===== config.mk =====
export PLATFORM = sky130hd
export DESIGN_NAME = mood_regulator
export DESIGN_NICKNAME = d
export VERILOG_FILES = /design/src/rtl/mood_pkg.sv /design/src/rtl/emotion_persist.sv /design/src/rtl/mood_regulator.sv
export SDC_FILE = /design/constraint.sdc
export NUM_CORES = 1
export LEC_CHECK = 0
export BUFFER_PORTS_ARGS = -buffer_cell sky130_fd_sc_hd__buf_2
export CORE_UTILIZATION = 59
export DETAILED_ROUTE_END_ITERATION = 6
export GPL_ROUTABILITY_DRIVEN = 0
export PLACE_DENSITY = 0.79
export SLEW_MARGIN = 25
export SYNTH_ARGS = -nofsm -noshare
export SYNTH_HDL_FRONTEND = slang
export SYNTH_SLANG_ARGS = --single-unit

===== constraint.sdc =====
create_clock -name clk -period 2.6 [get_ports clk]
set_clock_uncertainty 0.2 [all_clocks]
set_input_delay 0 -clock clk [delete_from_list [all_inputs] [get_ports clk]]
set_output_delay 0 -clock clk [all_outputs]
set_load 0.005 [all_outputs]

===== src/rtl/mood_pkg.sv =====
// Shared definitions for the mood regulator: emotion bit positions,
// neurotransmitter slot order, stimulus bit positions, development stage
// codes, persistence FSM state encoding and the dominant-emotion priority table.
package mood_pkg;

  // Number of emotions classified and filtered
  localparam int unsigned N_EMO = 8;

  // Bit positions within emotional_state
  localparam int unsigned EMO_HAPPY     = 0;
  localparam int unsigned EMO_EXCITED   = 1;
  localparam int unsigned EMO_STRESSED  = 2;
  localparam int unsigned EMO_NERVOUS   = 3;
  localparam int unsigned EMO_BORED     = 4;
  localparam int unsigned EMO_ANGRY     = 5;
  localparam int unsigned EMO_CALM      = 6;
  localparam int unsigned EMO_APATHETIC = 7;

  // Neurotransmitter slots, counted from the LSB end of the packed level bus
  localparam int unsigned N_NT    = 5;
  localparam int unsigned NT_CORT = 0;
  localparam int unsigned NT_DOP  = 1;
  localparam int unsigned NT_GABA = 2;
  localparam int unsigned NT_NE   = 3;
  localparam int unsigned NT_SER  = 4;

  // Control bit positions
  localparam int unsigned ACT_ASLEEP    = 0;
  localparam int unsigned STIM_STARVING = 12;
  localparam int unsigned STIM_TIRED    = 13;

  // Development stage codes
  typedef enum logic [1:0] {
    STAGE_BABY  = 2'd0,
    STAGE_CHILD = 2'd1,
    STAGE_TEEN  = 2'd2,
    STAGE_ADULT = 2'd3
  } stage_e;

  // Persistence filter states; the output bit is high in ON and FALLING
  typedef enum logic [1:0] {
    PERSIST_OFF     = 2'd0,
    PERSIST_RISING  = 2'd1,
    PERSIST_ON      = 2'd2,
    PERSIST_FALLING = 2'd3
  } persist_state_e;

  // Dominant-emotion order, highest priority first
  localparam logic [2:0] PRIO_ORDER [N_EMO] = '{
    3'd7, 3'd2, 3'd5, 3'd3, 3'd1, 3'd0, 3'd6, 3'd4
  };

  // Index of the highest-priority set bit; 0 when nothing is set.
  // Walks the table from lowest to highest priority so the last hit wins.
  function automatic logic [2:0] prio_encode(input logic [N_EMO-1:0] st);
    logic [2:0] idx;
    idx = 3'd0;
    for (int i = N_EMO - 1; i >= 0; i--) begin
      if (st[PRIO_ORDER[i]]) begin
        idx = PRIO_ORDER[i];
      end
    end
    return idx;
  endfunction

endpackage


===== src/rtl/emotion_persist.sv =====
// Asymmetric persistence filter for a single emotion. A raw term must be
// seen high on DWELL consecutive sample ticks before the output asserts,
// and low on RELEASE consecutive ticks before it deasserts. A single
// opposite sample during either run aborts it. clear (sleep) returns the
// filter to OFF on the next edge regardless of sample_en.
module emotion_persist
  import mood_pkg::*;
#(
  parameter int unsigned DWELL   = 4,
  parameter int unsigned RELEASE = 2
) (
  input  logic clk,
  input  logic rst_n,
  input  logic sample_en,
  input  logic clear,
  input  logic raw_in,
  output logic state_out
);

  localparam int unsigned CNT_TOP = (DWELL > RELEASE) ? DWELL : RELEASE;
  localparam int unsigned CNT_W   = $clog2(CNT_TOP + 1);

  localparam logic [CNT_W-1:0] DWELL_CNT   = CNT_W'(DWELL);
  localparam logic [CNT_W-1:0] RELEASE_CNT = CNT_W'(RELEASE);
  localparam logic [CNT_W-1:0] CNT_ONE     = CNT_W'(1);
  localparam logic [CNT_W-1:0] CNT_SAT     = {CNT_W{1'b1}};

  localparam logic [1:0] S_OFF     = PERSIST_OFF;
  localparam logic [1:0] S_RISING  = PERSIST_RISING;
  localparam logic [1:0] S_ON      = PERSIST_ON;
  localparam logic [1:0] S_FALLING = PERSIST_FALLING;

  logic [1:0]       state_reg, state_next;
  logic [CNT_W-1:0] cnt_reg, cnt_next, cnt_inc;
  logic             out_reg, out_next;

  // Saturating increment: the counter can never wrap back to a small value
  assign cnt_inc = (cnt_reg == CNT_SAT) ? cnt_reg : cnt_reg + CNT_ONE;

  // Next-state and counter logic; sleep clear overrides sampling
  always_comb begin
    state_next = state_reg;
    cnt_next   = cnt_reg;
    if (clear) begin
      state_next = S_OFF;
      cnt_next   = '0;
    end else if (sample_en) begin
      case (state_reg)
        S_OFF: begin
          if (raw_in) begin
            if (DWELL == 1) begin
              state_next = S_ON;
              cnt_next   = '0;
            end else begin
              state_next = S_RISING;
              cnt_next   = CNT_ONE;
            end
          end
        end
        S_RISING: begin
          if (!raw_in) begin
            state_next = S_OFF;
            cnt_next   = '0;
          end else if (cnt_inc == DWELL_CNT) begin
            state_next = S_ON;
            cnt_next   = '0;
          end else begin
            cnt_next = cnt_inc;
          end
        end
        S_ON: begin
          if (!raw_in) begin
            if (RELEASE == 1) begin
              state_next = S_OFF;
              cnt_next   = '0;
            end else begin
              state_next = S_FALLING;
              cnt_next   = CNT_ONE;
            end
          end
        end
        S_FALLING: begin
          if (raw_in) begin
            state_next = S_ON;
            cnt_next   = '0;
          end else if (cnt_inc == RELEASE_CNT) begin
            state_next = S_OFF;
            cnt_next   = '0;
          end else begin
            cnt_next = cnt_inc;
          end
        end
        default: begin
          state_next = S_OFF;
          cnt_next   = '0;
        end
      endcase
    end
  end

  // The filtered bit follows the state being entered, so it moves on the same edge
  assign out_next = (state_next == S_ON) || (state_next == S_FALLING);

  // State, counter and filtered output registers
  always_ff @(posedge clk or negedge rst_n) begin
    if (!rst_n) begin
      state_reg <= S_OFF;
      cnt_reg   <= '0;
      out_reg   <= 1'b0;
    end else begin
      state_reg <= state_next;
      cnt_reg   <= cnt_next;
      out_reg   <= out_next;
    end
  end

  assign state_out = out_reg;

endmodule


===== src/rtl/mood_regulator.sv =====
// Mood regulator: classifies five neurotransmitter levels plus sleep,
// stimuli and development stage into eight raw emotions, debounces each
// through an emotion_persist filter, and reports the filtered set, a
// dominant emotion, a valid flag and a one-cycle change strobe.
// Optional feature macro: MOOD_PRIORITY_EN (registered priority encode
// drives dominant; otherwise dominant is held at 0).
module mood_regulator
  import mood_pkg::*;
#(
  parameter int unsigned NT_W    = 2,
  parameter int unsigned DWELL   = 4,
  parameter int unsigned RELEASE = 2
) (
  input  logic                clk,
  input  logic                rst_n,
  input  logic                sample_en,
  input  logic [7:0]          action,
  input  logic [5*NT_W-1:0]   neurotransmitter_level,
  input  logic [15:0]         stimuli,
  input  logic [1:0]          development_stage,
  output logic [7:0]          emotional_state,
  output logic [2:0]          dominant,
  output logic                dominant_valid,
  output logic                state_change
);

  logic [N_NT-1:0]  nt_hi;
  logic [N_NT-1:0]  nt_max;
  logic [N_NT-1:0]  nt_zero;
  logic [N_EMO-1:0] raw_vec;
  logic [N_EMO-1:0] filt_state;
  logic [N_EMO-1:0] prev_state_reg;
  logic             asleep;
  logic             starving;
  logic             tired;
  logic             is_baby;
  logic             is_teen;
  logic             unused_inputs;

  assign asleep   = action[ACT_ASLEEP];
  assign starving = stimuli[STIM_STARVING];
  assign tired    = stimuli[STIM_TIRED];
  assign is_baby  = (development_stage == STAGE_BABY);
  assign is_teen  = (development_stage == STAGE_TEEN);

  // Remaining action and stimulus bits belong to other consumers of these buses
  assign unused_inputs = ^{action[7:1], stimuli[15:14], stimuli[11:0]};

  // Level classes for each neurotransmitter slot; HI is the MSB alone so
  // wider levels keep the 2-bit meaning (upper half of the range)
  genvar gi;
  generate
    for (gi = 0; gi < N_NT; gi++) begin : g_nt
      assign nt_hi[gi]   = neurotransmitter_level[gi*NT_W + NT_W - 1];
      assign nt_max[gi]  = &neurotransmitter_level[gi*NT_W +: NT_W];
      assign nt_zero[gi] = ~|neurotransmitter_level[gi*NT_W +: NT_W];
    end
  endgenerate

  // Raw emotion terms; nothing is felt while asleep
  always_comb begin
    raw_vec = '0;
    if (!asleep) begin
      raw_vec[EMO_HAPPY]     = !nt_hi[NT_NE] && !nt_hi[NT_CORT] &&
                               (nt_hi[NT_SER] || nt_hi[NT_DOP] || nt_hi[NT_GABA]);
      raw_vec[EMO_EXCITED]   = nt_hi[NT_NE] && !nt_hi[NT_CORT] &&
                               nt_hi[NT_DOP] && !nt_hi[NT_GABA];
      raw_vec[EMO_STRESSED]  = nt_max[NT_NE] && !nt_zero[NT_CORT] &&
                               (!nt_hi[NT_SER] || !nt_hi[NT_GABA] || is_baby) &&
                               !(starving && tired);
      raw_vec[EMO_NERVOUS]   = nt_hi[NT_NE] && !nt_max[NT_NE] && !nt_zero[NT_CORT] &&
                               (!nt_hi[NT_GABA] || !nt_hi[NT_SER] || is_baby);
      raw_vec[EMO_BORED]     = !nt_hi[NT_NE] && !nt_hi[NT_CORT] &&
                               ((!nt_hi[NT_DOP] && nt_hi[NT_SER]) || tired);
      raw_vec[EMO_ANGRY]     = nt_hi[NT_NE] && !nt_hi[NT_DOP] &&
                               (!nt_hi[NT_GABA] || !nt_hi[NT_SER] || is_teen);
      raw_vec[EMO_CALM]      = !nt_hi[NT_NE] && !nt_hi[NT_CORT] && !nt_hi[NT_DOP] &&
                               (nt_hi[NT_GABA] || nt_hi[NT_SER]);
      raw_vec[EMO_APATHETIC] = nt_hi[NT_CORT] && nt_zero[NT_SER] && starving && tired;
    end
  end

  // One persistence filter per emotion
  generate
    for (gi = 0; gi < N_EMO; gi++) begin : g_persist
      emotion_persist #(
        .DWELL   (DWELL),
        .RELEASE (RELEASE)
      ) u_persist (
        .clk       (clk),
        .rst_n     (rst_n),
        .sample_en (sample_en),
        .clear     (asleep),
        .raw_in    (raw_vec[gi]),
        .state_out (filt_state[gi])
      );
    end
  endgenerate

  assign emotional_state = filt_state;
  assign dominant_valid  = |filt_state;

  // Copy of the filtered set from the previous cycle for change detection
  always_ff @(posedge clk or negedge rst_n) begin
    if (!rst_n) begin
      prev_state_reg <= '0;
    end else begin
      prev_state_reg <= filt_state;
    end
  end

  // Both operands are flops, so this is high for exactly the cycle that
  // follows any edge which altered the filtered set (sleep clears included)
  assign state_change = |(filt_state ^ prev_state_reg);

`ifdef MOOD_PRIORITY_EN
  logic [2:0] dominant_reg;

  // Registered priority encode of the filtered set
  always_ff @(posedge clk or negedge rst_n) begin
    if (!rst_n) begin
      dominant_reg <= 3'd0;
    end else begin
      dominant_reg <= prio_encode(filt_state);
    end
  end

  assign dominant = dominant_reg;
`else
  assign dominant = 3'd0;
`endif

endmodule


==> flow_summary.ini <==
[placed_design]
port_buffers = 25
dp_hpwl_um = 6560

[detailed_routing]
vias = 3603
viasPerCell = 6.12
route.detailed.wl_per_inst_um = 15.4
drcViolationCount = 0
wirelength_um = 9040
drtIter0Drc = 258
drtAntennaViolNets = 0
first_pass_iters = 4

[finish]
n_antenna_cell = 0
drive_gt1_share_pct = 11.6
nets = 547
syn_to_final_growth_pct = 5.24
largest_reg_flops = 24
fill_cells = 580

[clock_network]
cts_buffers = 5
cts-resized-gates = 0
cts_hold_buf = 6
path_clk_slew_ps = 100
ctsRootBufferMaster = clkbuf_8
cts_tree = built
cts-htree-levels = 2
clkLatencyLatePin_ps = 310
cts_sinks = 56
clockBufferDepth = 2
cts_setup_buffers = 0

[power_and_ir_drop]
power_mw = 1.67
power_density_mw_per_mm2 = 383
p_seq_share_pct = 56.0
comb_power_share_pct = 15.4
switching_share_pct = 29.0
internal-power_mw = 1.18
power_frac_clock_pct = 28.7
p_leak_nw = 1.90
max-vdd-ir-drop_v = 0.000195
p_sw_mw = 0.483

[floorplanning]
dieArea_mm2 = 0.00734
ioPinCount = 52
initial_core_util_pct = 60.8
die_w_um = 85.7
die_h_um = 85.7
core_area_mm2 = 0.00679
fp-row-count = 30

[logic_synthesis]
post-synth-top-area-cell = dfrtp_1
ys.flop_type = dfrtp_1
netlist_top_cells_area = dfrtp_1 34%, ha_1 4.8%, nand2_1 4.5%
synth_edf_count = 0
synth_area_mm2 = 0.00413
ys_seq_area_share_pct = 33.9
yosysTopAreaCellShare_pct = 33.9
async_reset_ff_share_pct = 100
synth-seq-cells = 56
yosysUniqueCellTypes = 67
postSynthAreaPerCell_um2 = 8.45
syn-instance-count = 489
ys_warn_count = 0

[grt]
grt_pass1_wl_um = 15200
grt_overflow = 0
first_global_vias = 3385
antenna_found_initial = 0
grt_max_degree = 33
grtUsageTotal_pct = 25.9

[sta]
grt_setup_unrepaired = no
setup_violations = 0
period_minus_slack_ps = 2260
fmax_ghz = 0.443
slew_viol_final = 0
fin_crit_sh_pct = 86.9
totalNegativeSetupSlack_ps = 0
hold_viol = 0
holdWs_ps = 6.04

[hold_path]
hp-class = in2reg

[critical_path]
worstSetupPathType = reg2reg
startpoint_type = register
crit_chain = ha_1 > nor4bb_1 > a311oi_1 > mux2_2 > o2111a_1 > a31o_2
cp-end-kind = register
cpPeakStageDelay_ps = 540
crit_fanout = 9
worst_ep_arrival_time_ps = 2260
slowest_stage = dfrtp_1
crit_required_ps = 2600

[status]
status = finished, final reports clean

[job]
cap_violations = 0
==> layer usage <==
layer	wire length [µm]	global-route usage, %
met5	0	0
met2	4410	45.2
met3	274	3.37
met1	4200	33.2
met4	154	8.79
==> cells in the final DEF (no fill, tap or decap), drive strengths merged, types with 5 or more instances in the layout <==
cell,count
a2111oi,5
a21oi,34
a31oi,15
buf,32
clkbuf,6
dfrtp,56
dlygate4sd3,6
ha,16
inv,16
mux2i,6
nand2,50
nand3,16
nor2,33
nor2b,5
nor3,14
nor4,8
nor4bb,5
o211ai,8
o21a,7
o21ai,28
o22a,5
o32ai,5
or3,6
or3b,5
xnor2,5
xor2,15
==> synthesized netlist by cell type, types with 5 or more instances <==
master / count
o21ai_0: 28
o22a_1: 5
buf_2: 6
or3b_2: 5
dfrtp_1: 56
nand2_1: 50
o211ai_1: 8
buf_1: 5
buf_4: 11
nand3_1: 16
nor4_1: 7
ha_1: 16
nor2_1: 33
nor4bb_1: 5
inv_1: 16
mux2i_1: 6
o21a_1: 7
a31oi_1: 15
xor2_1: 15
o32ai_1: 5
clkbuf_1: 20
a21oi_1: 34
nor3_1: 12
or3_1: 6
nor2b_1: 5
xnor2_1: 5
==> through the flow <==
stage | instances | util, % | setup WS [ps] | cell area (µm²)
2_1_floorplan | 491 | - | 645 | 4140
3_3_place_gp | 575 | 61.8 | 452 | 4200
3_5_place_dp | 575 | 61.8 | 396 | 4200
4_1_cts | 589 | 64.0 | 352 | 4350
5_1_grt | 589 | 64.0 | 211 | 4350
6_report | 589 | 64.0 | 342 | 4350
==> power groups by stage <==
stage | clock (mW) | combinational (mW) | sequential [mW]
6_report | 0.478 | 0.256 | 0.933
3_3_place_gp | 0 | 0.241 | 0.947
4_1_cts | 0.499 | 0.256 | 0.932
3_5_place_dp | 0 | 0.249 | 0.949
2_1_floorplan | 0 | 0.198 | 0.923
5_1_grt | 0.539 | 0.287 | 0.938
==> path summary, 6_finish.rpt <==
path / from / end / slack [ps] / cells after the start
max in group asynchronous: rst_n / g_persist[2].u_persist.state_reg[1] / 1470 / 3
max: g_persist[2].u_persist.cnt_reg[0] / g_persist[2].u_persist.cnt_reg[2] / 340 / 6
min: neurotransmitter_level[6] / g_persist[2].u_persist.cnt_reg[0] / 6 / 4
max reg2reg: g_persist[2].u_persist.cnt_reg[0] / g_persist[2].u_persist.cnt_reg[2] / 340 / 6
min reg2reg: g_persist[2].u_persist.state_out / prev_state_reg[2] / 260 / 0
min in group asynchronous: rst_n / g_persist[4].u_persist.cnt_reg[2] / 30 / 3
==> cell type report <==
type                            instances  area (µm²)  area share [%]
Tap cell                               96         120            2.76
Clock inverter                          2        16.3           0.374
Timing Repair Buffer                   38         238            5.47
Clock buffer                            6        72.6            1.67
Sequential cell                        56        1400            32.2
Inverter                               16        60.1            1.38
Multi-Input combinational cell        375        2440            56.1
==> worst max-delay path: cells and delay by family, from the launching register on <==
family / cells / cell delay, ps
muxes: 1 / 270
adders and majority gates: 1 / 320
and+or+nand+nor: 1 / 400
DFF: 1 / 540
AOI/OAI and AO/OA: 3 / 420
==> cells by family after synthesis <==
family / Yosys count / synth area share, %
AOI/OAI and AO/OA: 158 / 26.5
muxes: 7 / 1.73
DFF: 56 / 33.9
xor gates and xnor gates: 20 / 4.24
and+or+nand+nor: 171 / 21.5
buffers and inverters: 60 / 7.21
other: 1 / 0.0908
adders and majority gates: 16 / 4.85
No activity file was read; power rests on OpenSTA's default activity.
